### config.mk
export PLATFORM = sky130hd
export DESIGN_NAME = intersection_ctrl
export DESIGN_NICKNAME = d
export VERILOG_FILES = /design/src/rtl/intersection_pkg.sv /design/src/rtl/intersection_ctrl_phase_timer.sv /design/src/rtl/intersection_ctrl.sv
export SDC_FILE = /design/constraint.sdc
export NUM_CORES = 1
export LEC_CHECK = 0
export CELL_PAD_IN_SITES_DETAIL_PLACEMENT = 1
export CELL_PAD_IN_SITES_GLOBAL_PLACEMENT = 1
export CORE_MARGIN = 2
export CORE_UTILIZATION = 30
export CTS_CLUSTER_SIZE = 25
export DETAILED_ROUTE_END_ITERATION = 10
export PLACE_DENSITY_LB_ADDON = 0.1
export SLEW_MARGIN = 30
export SYNTH_ARGS = -nofsm -noshare
export SYNTH_HDL_FRONTEND = slang
export SYNTH_HIERARCHICAL = 1
export SYNTH_SLANG_ARGS = --single-unit
### constraint.sdc
create_clock -name clk -period 4.5 [get_ports clk]
set_input_delay 1.35 -clock clk [delete_from_list [all_inputs] [get_ports clk]]
set_output_delay 1.35 -clock clk [all_outputs]
set_load 0.005 [all_outputs]
### src/rtl/intersection_pkg.sv
// Shared constants for the two-road intersection controller: one-hot state
// encodings, lamp vector bit positions and default phase durations.
package intersection_pkg;

  localparam logic [6:0] S_OFF       = 7'b000_0001;
  localparam logic [6:0] S_NS_GREEN  = 7'b000_0010;
  localparam logic [6:0] S_NS_YELLOW = 7'b000_0100;
  localparam logic [6:0] S_ALL_RED_1 = 7'b000_1000;
  localparam logic [6:0] S_EW_GREEN  = 7'b001_0000;
  localparam logic [6:0] S_EW_YELLOW = 7'b010_0000;
  localparam logic [6:0] S_ALL_RED_2 = 7'b100_0000;

  typedef enum logic [6:0] {
    ST_OFF       = S_OFF,
    ST_NS_GREEN  = S_NS_GREEN,
    ST_NS_YELLOW = S_NS_YELLOW,
    ST_ALL_RED_1 = S_ALL_RED_1,
    ST_EW_GREEN  = S_EW_GREEN,
    ST_EW_YELLOW = S_EW_YELLOW,
    ST_ALL_RED_2 = S_ALL_RED_2
  } state_t;

  localparam int L_NS_RED    = 5;
  localparam int L_NS_YELLOW = 4;
  localparam int L_NS_GREEN  = 3;
  localparam int L_EW_RED    = 2;
  localparam int L_EW_YELLOW = 1;
  localparam int L_EW_GREEN  = 0;

  localparam int DEF_GREEN_TICKS  = 10;
  localparam int DEF_YELLOW_TICKS = 3;
  localparam int DEF_ALLRED_TICKS = 2;
  localparam int DEF_FLASH_TICKS  = 4;
  localparam int DEF_CNT_W        = 8;

endpackage

### src/rtl/intersection_ctrl_phase_timer.sv
// Per-phase tick counter: clears on request, counts up and holds at the
// terminal value, flagging expiry while it sits there.
module phase_timer #(
  parameter int CNT_W = 8
) (
  input  logic             clk,
  input  logic             rst_n,
  input  logic             i_clr,
  input  logic             i_en,
  input  logic [CNT_W-1:0] i_term,
  output logic             o_expired
);

  logic [CNT_W-1:0] r_cnt;

  always_ff @(posedge clk) begin
    if (!rst_n) begin
      r_cnt <= '0;
    end else if (i_clr) begin
      r_cnt <= '0;
    end else if (i_en && (r_cnt != i_term)) begin
      r_cnt <= r_cnt + 1'b1;
    end
  end

  assign o_expired = (r_cnt == i_term);

endmodule

### src/rtl/intersection_ctrl.sv
// Main/side road intersection scheduler with latched side-road requests.
// Optional macro INTERSECTION_FLASH_EN flashes both yellows while OFF.
import intersection_pkg::*;

module intersection_ctrl #(
  parameter int GREEN_TICKS  = DEF_GREEN_TICKS,
  parameter int YELLOW_TICKS = DEF_YELLOW_TICKS,
  parameter int ALLRED_TICKS = DEF_ALLRED_TICKS,
  parameter int FLASH_TICKS  = DEF_FLASH_TICKS,
  parameter int CNT_W        = DEF_CNT_W
) (
  input  logic       clk,
  input  logic       rst_n,
  input  logic       enable,
  input  logic       ew_car,
  output logic       ns_red,
  output logic       ns_yellow,
  output logic       ns_green,
  output logic       ew_red,
  output logic       ew_yellow,
  output logic       ew_green,
  output logic [6:0] state_out,
  output logic       ew_pending,
  output logic [7:0] cycle_cnt
);

  state_t           r_state;
  state_t           w_next;
  logic [CNT_W-1:0] w_term;
  logic [5:0]       w_lamps;
  logic             w_expired;
  logic             w_clr;
  logic             r_ew_pending;
  logic [7:0]       r_cycle_cnt;

`ifdef INTERSECTION_FLASH_EN
  logic [CNT_W-1:0] r_flash_cnt;
  logic             r_flash_on;

  always_ff @(posedge clk) begin
    if (!rst_n || (r_state != ST_OFF)) begin
      r_flash_cnt <= '0;
      r_flash_on  <= 1'b1;
    end else if (r_flash_cnt == CNT_W'(FLASH_TICKS - 1)) begin
      r_flash_cnt <= '0;
      r_flash_on  <= ~r_flash_on;
    end else begin
      r_flash_cnt <= r_flash_cnt + 1'b1;
    end
  end
`endif

  always_ff @(posedge clk) begin
    if (!rst_n) begin
      r_state <= ST_OFF;
    end else begin
      r_state <= w_next;
    end
  end

  // OFF never waits on the timer, so its terminal value is don't-care.
  always_comb begin
    w_next  = ST_OFF;
    w_term  = CNT_W'(FLASH_TICKS - 1);
    w_lamps = '0;
    case (r_state)
      ST_OFF: begin
        w_next = ST_ALL_RED_2;
`ifdef INTERSECTION_FLASH_EN
        w_lamps[L_NS_YELLOW] = r_flash_on;
        w_lamps[L_EW_YELLOW] = r_flash_on;
`endif
      end
      ST_NS_GREEN: begin
        w_term  = CNT_W'(GREEN_TICKS - 1);
        w_next  = (w_expired && r_ew_pending) ? ST_NS_YELLOW : ST_NS_GREEN;
        w_lamps[L_NS_GREEN] = 1'b1;
        w_lamps[L_EW_RED]   = 1'b1;
      end
      ST_NS_YELLOW: begin
        w_term  = CNT_W'(YELLOW_TICKS - 1);
        w_next  = w_expired ? ST_ALL_RED_1 : ST_NS_YELLOW;
        w_lamps[L_NS_YELLOW] = 1'b1;
        w_lamps[L_EW_RED]    = 1'b1;
      end
      ST_ALL_RED_1: begin
        w_term  = CNT_W'(ALLRED_TICKS - 1);
        w_next  = w_expired ? ST_EW_GREEN : ST_ALL_RED_1;
        w_lamps[L_NS_RED] = 1'b1;
        w_lamps[L_EW_RED] = 1'b1;
      end
      ST_EW_GREEN: begin
        w_term  = CNT_W'(GREEN_TICKS - 1);
        w_next  = w_expired ? ST_EW_YELLOW : ST_EW_GREEN;
        w_lamps[L_EW_GREEN] = 1'b1;
        w_lamps[L_NS_RED]   = 1'b1;
      end
      ST_EW_YELLOW: begin
        w_term  = CNT_W'(YELLOW_TICKS - 1);
        w_next  = w_expired ? ST_ALL_RED_2 : ST_EW_YELLOW;
        w_lamps[L_EW_YELLOW] = 1'b1;
        w_lamps[L_NS_RED]    = 1'b1;
      end
      ST_ALL_RED_2: begin
        w_term  = CNT_W'(ALLRED_TICKS - 1);
        w_next  = w_expired ? ST_NS_GREEN : ST_ALL_RED_2;
        w_lamps[L_NS_RED] = 1'b1;
        w_lamps[L_EW_RED] = 1'b1;
      end
      default: begin
        w_next = ST_OFF;
      end
    endcase
    if (!enable) begin
      w_next = ST_OFF;
    end
  end

  assign w_clr = !enable || (w_next != r_state);

  phase_timer #(
    .CNT_W(CNT_W)
  ) u_phase_timer (
    .clk      (clk),
    .rst_n    (rst_n),
    .i_clr    (w_clr),
    .i_en     (enable),
    .i_term   (w_term),
    .o_expired(w_expired)
  );

  // Being served in EW_GREEN consumes the request, even if a car is present.
  always_ff @(posedge clk) begin
    if (!rst_n) begin
      r_ew_pending <= 1'b0;
      r_cycle_cnt  <= '0;
    end else begin
      if (r_state == ST_EW_GREEN) begin
        r_ew_pending <= 1'b0;
      end else if (ew_car) begin
        r_ew_pending <= 1'b1;
      end
      if (enable && (r_state == ST_EW_YELLOW) && w_expired) begin
        r_cycle_cnt <= r_cycle_cnt + 1'b1;
      end
    end
  end

  assign ns_red     = w_lamps[L_NS_RED];
  assign ns_yellow  = w_lamps[L_NS_YELLOW];
  assign ns_green   = w_lamps[L_NS_GREEN];
  assign ew_red     = w_lamps[L_EW_RED];
  assign ew_yellow  = w_lamps[L_EW_YELLOW];
  assign ew_green   = w_lamps[L_EW_GREEN];
  assign state_out  = r_state;
  assign ew_pending = r_ew_pending;
  assign cycle_cnt  = r_cycle_cnt;

endmodule
# After elaboration in Yosys (flattened, before gate mapping)
# Index checks and enable logic that the tools add are counted.
# op_classes
eq_ne	10
bitwise_logic	1
muxes	15
reduce_logical	13
addsub	2
# op_table
operator	n
one-hot mux 7 bit (7 select lines)	1
two-way mux 7 bit	3
adder 8 x 1 -> 8 bit, second input constant	2
one-hot mux 4 bit (3 select lines)	1
OR reduction 2 bit	5
== test 8 x 4 -> 1 bit	1
!= test 8 x 4 -> 1 bit	1
OR reduction 4 bit	2
== test 7 x 1 -> 1 bit, second input constant	1
== test 7 x 2 -> 1 bit, second input constant	1
== test 7 x 3 -> 1 bit, second input constant	1
== test 7 x 4 -> 1 bit, second input constant	1
== test 7 x 5 -> 1 bit, second input constant	1
== test 7 x 6 -> 1 bit, second input constant	1
== test 7 bit, second input constant	1
!= test 7 bit	1
two-way mux 1 bit	6
two-way mux 6 bit	1
two-way mux 5 bit	1
logical AND 1 bit	4
two-way mux 4 bit	1
two-way mux 3 bit	1
zero test 1 bit	1
logical OR 1 bit	1
inverter 1 bit	1
# totals
ff_bits	24
inputBits	4
out_inout_bits	22
word_cells	45

# Depth between registers and ports, before layout
# Gate-level depths: netlist (run 1).
# depth
word_depth	11
depth_mapped	19
depth_no_buf	15

# By module
# Netlist (run 1), hierarchy kept.
# modules_own_cells
module	area_per_inst_um2	cells_per_inst	seq_area_each_um2	instances
intersection_ctrl	1231.2	153	320.3	1
phase_timer	485.5	54	160.2	1

# Worst setup path after synthesis (run 1)
# No wires, ideal clock.
# synth_path
path_type	flip-flop to flip-flop
from	register r_state[1] (netlist: state_out[1])
to	register u_phase_timer.r_cnt[2]
stages_incl_launch_ff	19
slack_ns	0.758
t_required_ns	4.430
setup_time_ns	0.070
n_path_buf	4
arrival_time_ns	3.672
synth_period_minus_slack_ns	3.742
cell_sequence	dfxtp_1 -> buf_2 -> or3_4 -> or2_2 -> nor2_1 -> nor2_1 -> xnor2_1 -> nand4_2 -> nor2_2 -> buf_6 -> clkbuf_1 -> inv_1 -> a31oi_1 -> nor4_1 -> a2111oi_2 -> nand4_1 -> nand2b_1 -> buf_1 -> a21oi_1
# synth_between
elab_chain_cells	11
word_cells_on_any_way	26
classes_between	10 x eq/ne; 9 x mux; 7 x reduce/logical
# synth_lines
element	line	source
start, declared	intersection_ctrl.sv:27	state_t r_state;
start signal, assigned	intersection_ctrl.sv:57	r_state <= w_next;
== test 7 bit (tied with other cells)	intersection_ctrl.sv:66	case (r_state)
OR reduction 2 bit (no line)	n/a	
one-hot mux 4 bit (3 select lines) (*)	intersection_ctrl.sv:66	
net w_term[1]	intersection_ctrl.sv:29	logic [CNT_W-1:0] w_term;
== test 8 x 4 -> 1 bit (*)	intersection_ctrl_phase_timer.sv:26	assign o_expired = (r_cnt == i_term);
net w_expired	intersection_ctrl.sv:31	logic w_expired;
logical AND 1 bit	intersection_ctrl.sv:76	w_next = (w_expired && r_ew_pending) ? ST_NS_YELLOW : ST_NS_GREEN;
two-way mux 3 bit	intersection_ctrl.sv:76	
one-hot mux 7 bit (7 select lines) (*)	intersection_ctrl.sv:66	
two-way mux 7 bit (*)	intersection_ctrl.sv:114	if (!enable) begin
!= test 7 bit (*)	intersection_ctrl.sv:119	assign w_clr = !enable || (w_next != r_state);
logical OR 1 bit (*)	intersection_ctrl.sv:119	
net w_clr	intersection_ctrl.sv:32	logic w_clr;
OR reduction 2 bit (no line) (*)	n/a	
end signal, assigned	intersection_ctrl_phase_timer.sv:22	r_cnt <= r_cnt + 1'b1;
end, declared	intersection_ctrl_phase_timer.sv:14	logic [CNT_W-1:0] r_cnt;
# Mark *: on every way through the listed nets, which the timed path passes. The rest lies on a longest branch.
# A chain may end at the register's enable or synchronous reset.

# Final worst setup path (run 1)
# layout_path
from	register r_state[1] (netlist: state_out[1])
to	register u_phase_timer.r_cnt[3]
# Same word-level chain as after synthesis.

==> results of run 1 <==
==> layout make-up <==
class | instances | area, um^2 | share of cell area
clock buffers | 3 | 41.3 | 0.0196
flip-flops and latches | 24 | 480 | 0.228
inverters | 5 | 18.8 | 0.00890
well taps | 72 | 90.1 | 0.0427
multi-input cells | 169 | 1170 | 0.554
repair buffers | 33 | 310 | 0.147
==> worst paths after layout <==
kind,end
worst min-delay path,u_phase_timer/r_cnt[7]
worst min register to register,u_phase_timer/r_cnt[7]
worst max-delay path,u_phase_timer/r_cnt[3]
worst max register to register,u_phase_timer/r_cnt[3]
==> power by group <==
group,internal [mW],leakage [nW],switching (mW)
clock,0.0602,0.0216,0.0762
combinational,0.0220,0.502,0.0260
sequential,0.214,0.194,0.00333
total,0.296,0.717,0.105
==> logic make-up after synthesis <==
group | synth area share
xor gates and xnor gates | 0.112
AOI/OAI and AO/OA | 0.147
muxes | 0.0117
DFF | 0.280
buffers and inverters | 0.0510
and+or+nand+nor | 0.382
adders and majority gates | 0.0146
other | 0.00218
==> routing by layer <==
layer | global-route usage | part of all wire
met5 | 0 | 0
met4 | 0.0552 | 0.020
met3 | 0.0226 | 0.022
met1 | 0.207 | 0.46
met2 | 0.286 | 0.50
==> per-stage QoR <==
step / hold slack [ps] / area, um^2
after floorplan: 470 / 1730
final: 539 / 2110
after detailed placement: 531 / 2060
after global routing: 549 / 2110
after CTS: 546 / 2100
after global placement: 497 / 2060
==> what timing repair did <==
item | in CTS | in global routing
setup endpoints to repair | 0 | 8
resized for setup | 0 | 1
setup buffers | 0 | 0
==> cells in the mapped netlist, drive strengths merged (3+ instances only) <==
cell type,count,area [um^2]
dfxtp,24,480
o211ai,3,22.5
or2,4,25.0
o21ai,7,35.0
nor4,5,46.3
clkbuf,6,23.8
inv,5,18.8
or4,5,41.3
nand4,7,56.3
nand2,11,41.3
or3,5,40.0
nor2,23,91.3
xnor2,13,114
xor2,9,78.8
and2,6,37.5
a21oi,10,50.1
and3,4,26.3
a31oi,5,31.3
nand3,5,25.0
nor3,11,82.6
buf,7,45.0
==> worst min-delay path: cells and delay by family, from the launching register on <==
| kind | cells | cell delay (ps) |
|---|---|---|
| compound gates | 2 | 150 |
| flops | 1 | 340 |
==> sequential cells by signal, summed over array words and instances (netlist names) <==
signal               flops
u_phase_timer/r_cnt      8
ew_pending               1
state_out                7
cycle_cnt                8
==> summary.txt, run 1 <==
Route
  • Vias: 1649
  • ANT nets after route: 0
  • 1st-iter DRT viols: 54
  • WL per Instance: ~16 um
  • DRC Markers: 0
  • Vias per cell: approximately 5.4
  • Pre-antenna DRT Iters: 4
  • Routed Wire Length: ~5 mm

STA
  • Final Cycle Share: 0.911
  • Relative slew slack: 0.639
  • Slew Viols, Final: 0
  • Peak Freq: roughly 0.24 GHz
  • Final worst slack: around 400 ps
  • Final setup viols: 0
  • RSZ-0062 raised after global routing: no
  • Setup TNS: 0 ps
  • Clock Skew: approximately 1.6 ps
  • Slew of the pin with the lowest slew margin: between 500 and 600 ps
  • Fin crit period: ~4100 ps
  • Hold Fails Final Rpt: 0

CTS
  • H-tree Lvls: 1
  • Clock buffer count from CTS: 3
  • TritonCTS clock tree: yes
  • Clock tree buffer depth: 2
  • Hold_buf cts: 0
  • Root Driver: clkbuf_8
  • CTS clk-pin slew, worst paths: about 90 ps
  • Clock latency on the worst-skew pair: approximately 270 ps
  • Sink Count: 24

Finish
  • Layout cells sized above 1: 0.145
  • ANT cells: 0
  • Core Util, Final: 0.383
  • Most common cell after layout, fill and taps aside: clkdlybuf4s50_1
  • Nets: 242
  • Fin cells: 306
  • Most frequent cells in the layout: clkdlybuf4s50_1, dfxtp_1, nor2_1, xnor2_1, nand2_1
  • Number of fill cells: 682
  • Synthesis-to-layout area growth: 22.9%

Global route
  • Total track usage: 0.164
  • Initial antenna violation count: 0
  • Congestion Overflow GR: 0
  • Largest net degree at the start of global routing: 21
  • Vias in the first global route: 1626
  • First-pass GRT wire length: between 8 and 9 mm

Floorplan
  • Die Wd: approximately 80 um
  • Die H: approximately 80 um
  • Num ports: 26
  • Core footprint: 5510 um^2
  • Die area: 6340 um^2
  • FP Rows: 27
  • Initial core utilization: 0.312

Min path
  • Hold depth: 2
  • Hold WC Path Type: reg -> reg
  • Min-delay src: u_phase_timer/r_cnt[7]

Synthesis
  • #FFs+latches synth: 24
  • Synth cell types: 60
  • Yosys warning total: 6
  • Async set-or-reset flop fraction in the synthesized netlist: 0
  • Syn Area/Cell: about 8.3 um^2
  • Post-synth EDFFs: 0
  • Post-synthesis sequential area ratio: 0.280
  • Synth Flop Type: dfxtp_1
  • Cell Area, Synth: about 1700 um^2
  • Post-synthesis cell count: around 210

Critical path
  • Worst Setup End Kind: flip-flop
  • CP max stage cell: or3_4
  • Startpoint Class: flip-flop
  • Worst path depth: 14
  • Top delay family on crit path: simple AND/OR/NAND/NOR gates
  • Crit path max fanout: 20
  • Crit path DAT: approximately 4300 ps
  • Worst reg2reg setup slack: roughly 400 ps
  • Max stage delay on crit path: about 470 ps
  • Critical path type: reg -> reg
  • Critical path buffer and inverter count: 1
  • CP dominant cell by count: nor2_1
  • Worst reg-to-reg path cell count: 14
  • Worst-path cell chain: or3_4, or2_2, nor2_1, nor2_1, xnor2_1, nand4_2, nor2_4, inv_1, a31oi_1, nor4_1, a2111oi_2, nand4_1, nand2b_1, nor2_1
  • CP required: 4700 ps
  • FF-to-FF Start: state_out[1]
  • Crit path launch: state_out[1]

Power
  • Tot Pwr: approximately 400 uW
  • Leakage: between 0.7 and 0.8 nW
  • Cell area power density: approximately 190 nW/um^2
  • Worst VDD drop: approximately 120 uV

Place
  • # placed instances: roughly 300
  • GP Congestion: between 0.8 and 0.9
  • Hpwl dp: 3.84 mm
  • Setup WS pre-CTS: between 150 and 200 ps
  • Port buffer count: 25

Flow run
  • Max_cap viols: 0

Run status
  • Status: finished, final reports clean
(Power assumes the default switching activity.)
==> inputs of run 2 (changes only) <==
--- a/config.mk
+++ b/config.mk
@@ -7,7 +7,7 @@
 export LEC_CHECK = 0
 export CELL_PAD_IN_SITES_DETAIL_PLACEMENT = 1
 export CELL_PAD_IN_SITES_GLOBAL_PLACEMENT = 1
-export CORE_MARGIN = 2
+export CORE_MARGIN = 3
 export CORE_UTILIZATION = 30
 export CTS_CLUSTER_SIZE = 25
 export DETAILED_ROUTE_END_ITERATION = 10
==> summary.txt, run 2 (same netlist as run 1, synthesis figures left out) <==
Floorplan
  • Initial core utilization: 0.324 (+0.0120)
  • Die area: 6670 um^2 (+5.1%)
  • Num ports: 26 (unchanged)
  • FP Rows: 26 (-3.7%)
  • Die Wd: 81.6 um (+2.5%)
  • Core footprint: 5300 um^2 (-3.7%)
  • Die H: 81.6 um (+2.5%)

Critical path
  • Critical path buffer and inverter count: 1 (unchanged)
  • FF-to-FF Start: state_out[1]
  • CP max stage cell: or3_4
  • CP required: 4700 ps (about the same)
  • Startpoint Class: flip-flop
  • Top delay family on crit path: simple AND/OR/NAND/NOR gates
  • Worst-path cell chain: or3_4, or2_2, nor2_1, nor2_1, xnor2_1, nand4_2, nor2_4, inv_1, a31oi_1, nor4_1, a2111oi_2, nand4_1, nand2b_1, a21oi_1
  • Worst Setup End Kind: flip-flop
  • Worst reg-to-reg path cell count: 14 (unchanged)
  • Max stage delay on crit path: 470 ps (about the same)
  • Critical path type: reg -> reg
  • Crit path DAT: 4300 ps (about the same)
  • R2R Path End: u_phase_timer/r_cnt[4]
  • Worst reg2reg setup slack: 400 ps (about the same)
  • CP dominant cell by count: nor2_1
  • Crit path max fanout: 20 (unchanged)

Global route
  • Met2 usage: 0.302 (+0.0164)
  • Largest net degree at the start of global routing: 21 (unchanged)
  • GR peak layer: met2
  • First-pass GRT wire length: 8.90 mm (+11%)
  • Grt met3 use: 0.0263 (+0.00369)
  • Initial antenna violation count: 0 (unchanged)
  • Met1 usage: 0.221 (+0.0138)
  • Total track usage: 0.174 (+0.00993)
  • Vias in the first global route: 1754 (+7.9%)
  • Congestion Overflow GR: 0 (unchanged)

Place
  • GP Congestion: 0.842 (-3.3%)
  • Post-Place Cell Area: 2070 um^2 (+0.24%)
  • Hpwl dp: 4.09 mm (+6.5%)
  • Port buffer count: 25 (unchanged)

CTS
  • CTS resizes: 0 (unchanged)
  • Clock buffer count from CTS: 3 (unchanged)
  • Clock latency on the worst-skew pair: 270 ps (about the same)
  • Sink Count: 24 (unchanged)
  • CTS clk-pin slew, worst paths: 90 ps (about the same)
  • Post-CTS setup buffer count: 0 (unchanged)
  • Clock tree buffer depth: 2 (unchanged)
  • TritonCTS clock tree: yes
  • Root Driver: clkbuf_8
  • Hold_buf cts: 0 (unchanged)
  • H-tree Lvls: 1 (unchanged)

Power
  • Cell area power density: 217 nW/um^2 (+14%)
  • Worst VDD drop: 121 uV (+0.84%)
  • Leakage: 0.737 nW (+2.7%)

Finish
  • Nets: 243 (+0.41%)
  • ANT cells: 0 (unchanged)
  • Post-route cell area: 2140 um^2 (+1.7%)
  • Most common cell after layout, fill and taps aside: clkdlybuf4s50_1
  • Synthesis-to-layout area growth: 24.9%
  • Layout cells sized above 1: 0.153 (+0.00724)
  • Most frequent cells in the layout: clkdlybuf4s50_1, dfxtp_1, nor2_1, xnor2_1, nand2_1

Route
  • DRC Markers: 0 (unchanged)
  • WL per Instance: 17.5 um (+7.8%)
  • Routed Wire Length: 5.35 mm (+7.8%)
  • Pre-antenna DRT Iters: 4 (unchanged)
  • 1st-iter DRT viols: 68 (+26%)
  • Vias: 1652 (+0.18%)
  • Vias per cell: 5.40 (+0.18%)
  • ANT nets after route: 0 (unchanged)

Run status
  • Status: finished, final reports clean

STA
  • Fin crit period: 4100 ps (-1.60 ps)
  • Relative slew slack: 0.630 (-0.00978)
  • Clock Skew: 1.56 ps (-0.0382 ps)
  • Final setup viols: 0 (unchanged)
  • Hold Fails Final Rpt: 0 (unchanged)
  • Peak Freq: 0.244 GHz (about the same)
  • Setup TNS: 0 ps (unchanged)
  • Final Cycle Share: 0.911 (about the same)
  • Slew of the pin with the lowest slew margin: 555 ps (+14.6 ps)
  • Slew Viols, Final: 0 (unchanged)
  • RSZ-0062 raised after global routing: no

Min path
  • Hold depth: 2 (unchanged)
  • Hold WC Path Type: reg -> reg
  • Worst Hold Path EP: u_phase_timer/r_cnt[6]
  • Min-delay src: u_phase_timer/r_cnt[6]

Flow run
  • Max_cap viols: 0 (unchanged)
==> run 2: cell types whose count changed in the layout (fill, tap and decap cells not counted) <==
cell,delta
buf_4,+1
bufinv_16,+1
==> run 2: power by group <==
group	internal, mW	total [mW]	switching (mW)
sequential	0.214	0.217	0.00272
clock	0.119	0.197	0.0781
combinational	0.0220	0.0505	0.0285
total	0.355	0.465	0.109
==> run 2: stage by stage <==
step                hold slack (ps)  total power [mW]  worst slack (ps)   util  instances
global route                    579             0.489              24.0  0.404        306
CTS                             542             0.471               122  0.403        306
floorplan                       470             0.253               758      -        211
global placement                497             0.271               547  0.390        302
detailed placement              527             0.272               145  0.390        302
finish                          544             0.465               403  0.404        306
==> run 2: worst max path at each step <==
stage	start	endpoint	slack, ps	cells after the start
after floorplan	state_out[1]	u_phase_timer/r_cnt[2]	760	18
after global placement	state_out[1]	u_phase_timer/r_cnt[7]	550	14
after detailed placement	state_out[1]	u_phase_timer/r_cnt[4]	150	14
after CTS	state_out[1]	u_phase_timer/r_cnt[4]	120	14
after global routing	state_out[1]	u_phase_timer/r_cnt[5]	20	14
final	state_out[1]	u_phase_timer/r_cnt[4]	400	14
==> run 2: layer usage <==
metal	part of all wire	up-vias
met5	0	-
met4	0.012	0
met3	0.027	4
met2	0.49	38
met1	0.47	803
li1	-	807
==> run 2: tightest hold or removal path, cell delays in order, from the launching register on <==
cell and delay, ps:
dfxtp_1 370, o31ai_1 80, a21oi_1 60
==> run 2: area by class of cell <==
| class | count | area [um^2] |
|---|---|---|
| Clock inverter | 1 | 30.0 |
| Inverter | 5 | 18.8 |
| Tap cell | 70 | 87.6 |
| Multi-Input combinational cell | 169 | 1170 |
| Clock buffer | 3 | 41.3 |
| Sequential cell | 24 | 480 |
| Timing Repair Buffer | 34 | 318 |
| Fill cell | 656 | 3160 |
==> inputs of run 3 (changes only) <==
==> constraint.sdc (replaced) <==
create_clock -name clk -period 5.3 [get_ports clk]
set_input_delay 1.59 -clock clk [delete_from_list [all_inputs] [get_ports clk]]
set_output_delay 1.59 -clock clk [all_outputs]
set_load 0.005 [all_outputs]
==> summary.txt, run 3 (same netlist as run 1, synthesis figures left out) <==
CTS
  • CTS resizes: 0 (unchanged)
  • TritonCTS clock tree: yes
  • Hold_buf cts: 0 (unchanged)
  • H-tree Lvls: 1 (unchanged)
  • Clock tree buffer depth: 2 (unchanged)
  • CTS clk-pin slew, worst paths: 90 ps (about the same)
  • Sink Count: 24 (unchanged)
  • Clock latency on the worst-skew pair: 270 ps (about the same)
  • Root Driver: clkbuf_8
  • Clock buffer count from CTS: 3 (unchanged)
  • Post-CTS setup buffer count: 0 (unchanged)

Min path
  • Hold WC Path Type: reg -> reg
  • Min-delay src: u_phase_timer/r_cnt[6]
  • Hold depth: 2 (unchanged)
  • Worst Hold Path EP: u_phase_timer/r_cnt[6]

Place
  • Setup WS pre-CTS: 1140 ps (+992 ps)
  • Port buffer count: 25 (unchanged)
  • Hpwl dp: 3.68 mm (-10%)
  • GP Congestion: 0.820 (-2.6%)
  • Post-Place Cell Area: 2020 um^2 (-2.5%)
  • # placed instances: 295 (-2.3%)

Power
  • Tot Pwr: 390 uW (-16%)
  • Worst VDD drop: 78.3 uV (-35%)
  • Cell area power density: 187 nW/um^2 (-14%)
  • Leakage: 0.703 nW (-4.6%)

STA
  • Final worst slack: 1150 ps (+749 ps)
  • Final hold slack: 532 ps (-12.0 ps)
  • Setup TNS: 0 ps (unchanged)
  • RSZ-0062 raised after global routing: no
  • Final Cycle Share: 0.783
  • Peak Freq: approximately 0.24 GHz
  • Clock Skew: 6.55 ps (+4.99 ps)
  • Relative slew slack: 0.435 (-0.195)
  • Fin crit period: 4150 ps
  • Final setup viols: 0 (unchanged)
  • Slew of the pin with the lowest slew margin: 847 ps (+292 ps)
  • Slew Viols, Final: 0 (unchanged)
  • Hold Fails Final Rpt: 0 (unchanged)

Global route
  • Congestion Overflow GR: 0 (unchanged)
  • Total track usage: 0.160 (-0.0143)
  • First-pass GRT wire length: 8.29 mm (-6.8%)
  • Vias in the first global route: 1686 (-3.9%)
  • Largest net degree at the start of global routing: 23 (+9.5%)
  • Initial antenna violation count: 0 (unchanged)

Critical path
  • Worst-path cell chain: xor2_1, nor2_1, a211oi_1, a31oi_1, nor4_1, clkdlybuf4s50_1
  • Critical path type: reg -> out
  • CP max stage cell: dfxtp_1
  • Startpoint Class: flip-flop
  • R2R Path End: u_phase_timer/r_cnt[7]
  • CP required: 3710 ps (-990 ps)
  • Worst Setup End Kind: output pin
  • Crit path DAT: 2560 ps (-1740 ps)
  • Max stage delay on crit path: 890 ps (+420 ps)
  • Crit path max fanout: 22 (+10%)
  • FF-to-FF Start: state_out[1]
  • Worst reg-to-reg path cell count: 14 (unchanged)
  • Worst reg2reg setup slack: 1220 ps (+820 ps)

Finish
  • Post-route cell area: 2090 um^2 (-2.7%)
  • Most frequent cells in the layout: clkdlybuf4s50_1, dfxtp_1, nor2_1, xnor2_1, nand2_1
  • ANT cells: 0 (unchanged)
  • Most common cell after layout, fill and taps aside: clkdlybuf4s50_1
  • Synthesis-to-layout area growth: 21.6%
  • Register Area: 480 um^2 (unchanged)
  • Fin cells: 299 (-2.3%)
  • Multi-input logic area: 1160 um^2 (-0.43%)
  • Nets: 236 (-2.9%)
  • Number of fill cells: 645 (-1.7%)
  • Layout cells sized above 1: 0.127 (-0.0259)
  • Core Util, Final: 0.394 (-0.0109)

Route
  • DRC Markers: 0 (unchanged)
  • Pre-antenna DRT Iters: 4 (unchanged)
  • WL per Instance: 16.5 um (-5.5%)
  • Routed Wire Length: 4.94 mm (-7.6%)
  • 1st-iter DRT viols: 62 (-8.8%)
  • Vias: 1633 (-1.2%)
  • ANT nets after route: 0 (unchanged)
  • Vias per cell: 5.46 (+1.2%)

Floorplan
  • Initial core utilization: 0.324 (unchanged)
  • Die H: 81.6 um (unchanged)
  • FP Rows: 26 (unchanged)
  • Die area: 6670 um^2 (unchanged)
  • Die Wd: 81.6 um (unchanged)
  • Core footprint: 5300 um^2 (unchanged)
  • Num ports: 26 (unchanged)

Run status
  • Status: finished, final reports clean

Flow run
  • Max_cap viols: 0 (unchanged)
==> run 3: worst max-delay path: cells and delay by family (launching register included) <==
kind	cells	cell delay (ps)
flops	1	890
buf+inv	1	560
compound gates	2	340
simple gates	2	260
xor+xnor	1	240
==> run 3: metal layers <==
| metal | GRT usage | up-vias | part of all wire |
|---|---|---|---|
| met4 | 0.0731 | 0 | 0.021 |
| met5 | 0 | - | 0 |
| li1 | - | 792 | - |
| met3 | 0.0208 | 9 | 0.034 |
| met1 | 0.206 | 799 | 0.46 |
| met2 | 0.264 | 33 | 0.48 |
==> run 3: area by class of cell <==
class	count	share of cell area
clock inverter	1	0.0144
sequential	24	0.230
multi-input combinational	169	0.558
tap	70	0.0420
clock buffer	3	0.0198
inverter	5	0.00899
timing repair buffer	27	0.127
==> run 3: report_power, final <==
group,internal [mW],switching (mW)
Combinational,0.0175,0.0219
Sequential,0.182,0.00285
Clock,0.101,0.0646
==> run 3: worst max path at each step <==
stage | from | to | slack (ps)
CTS | state_out[4] | ns_red | 1130
floorplan | state_out[1] | u_phase_timer/r_cnt[2] | 1560
finish | state_out[4] | ns_red | 1150
detailed placement | enable | u_phase_timer/r_cnt[7] | 1140
global placement | enable | u_phase_timer/r_cnt[4] | 1260
global route | state_out[4] | u_phase_timer/r_cnt[7] | 790
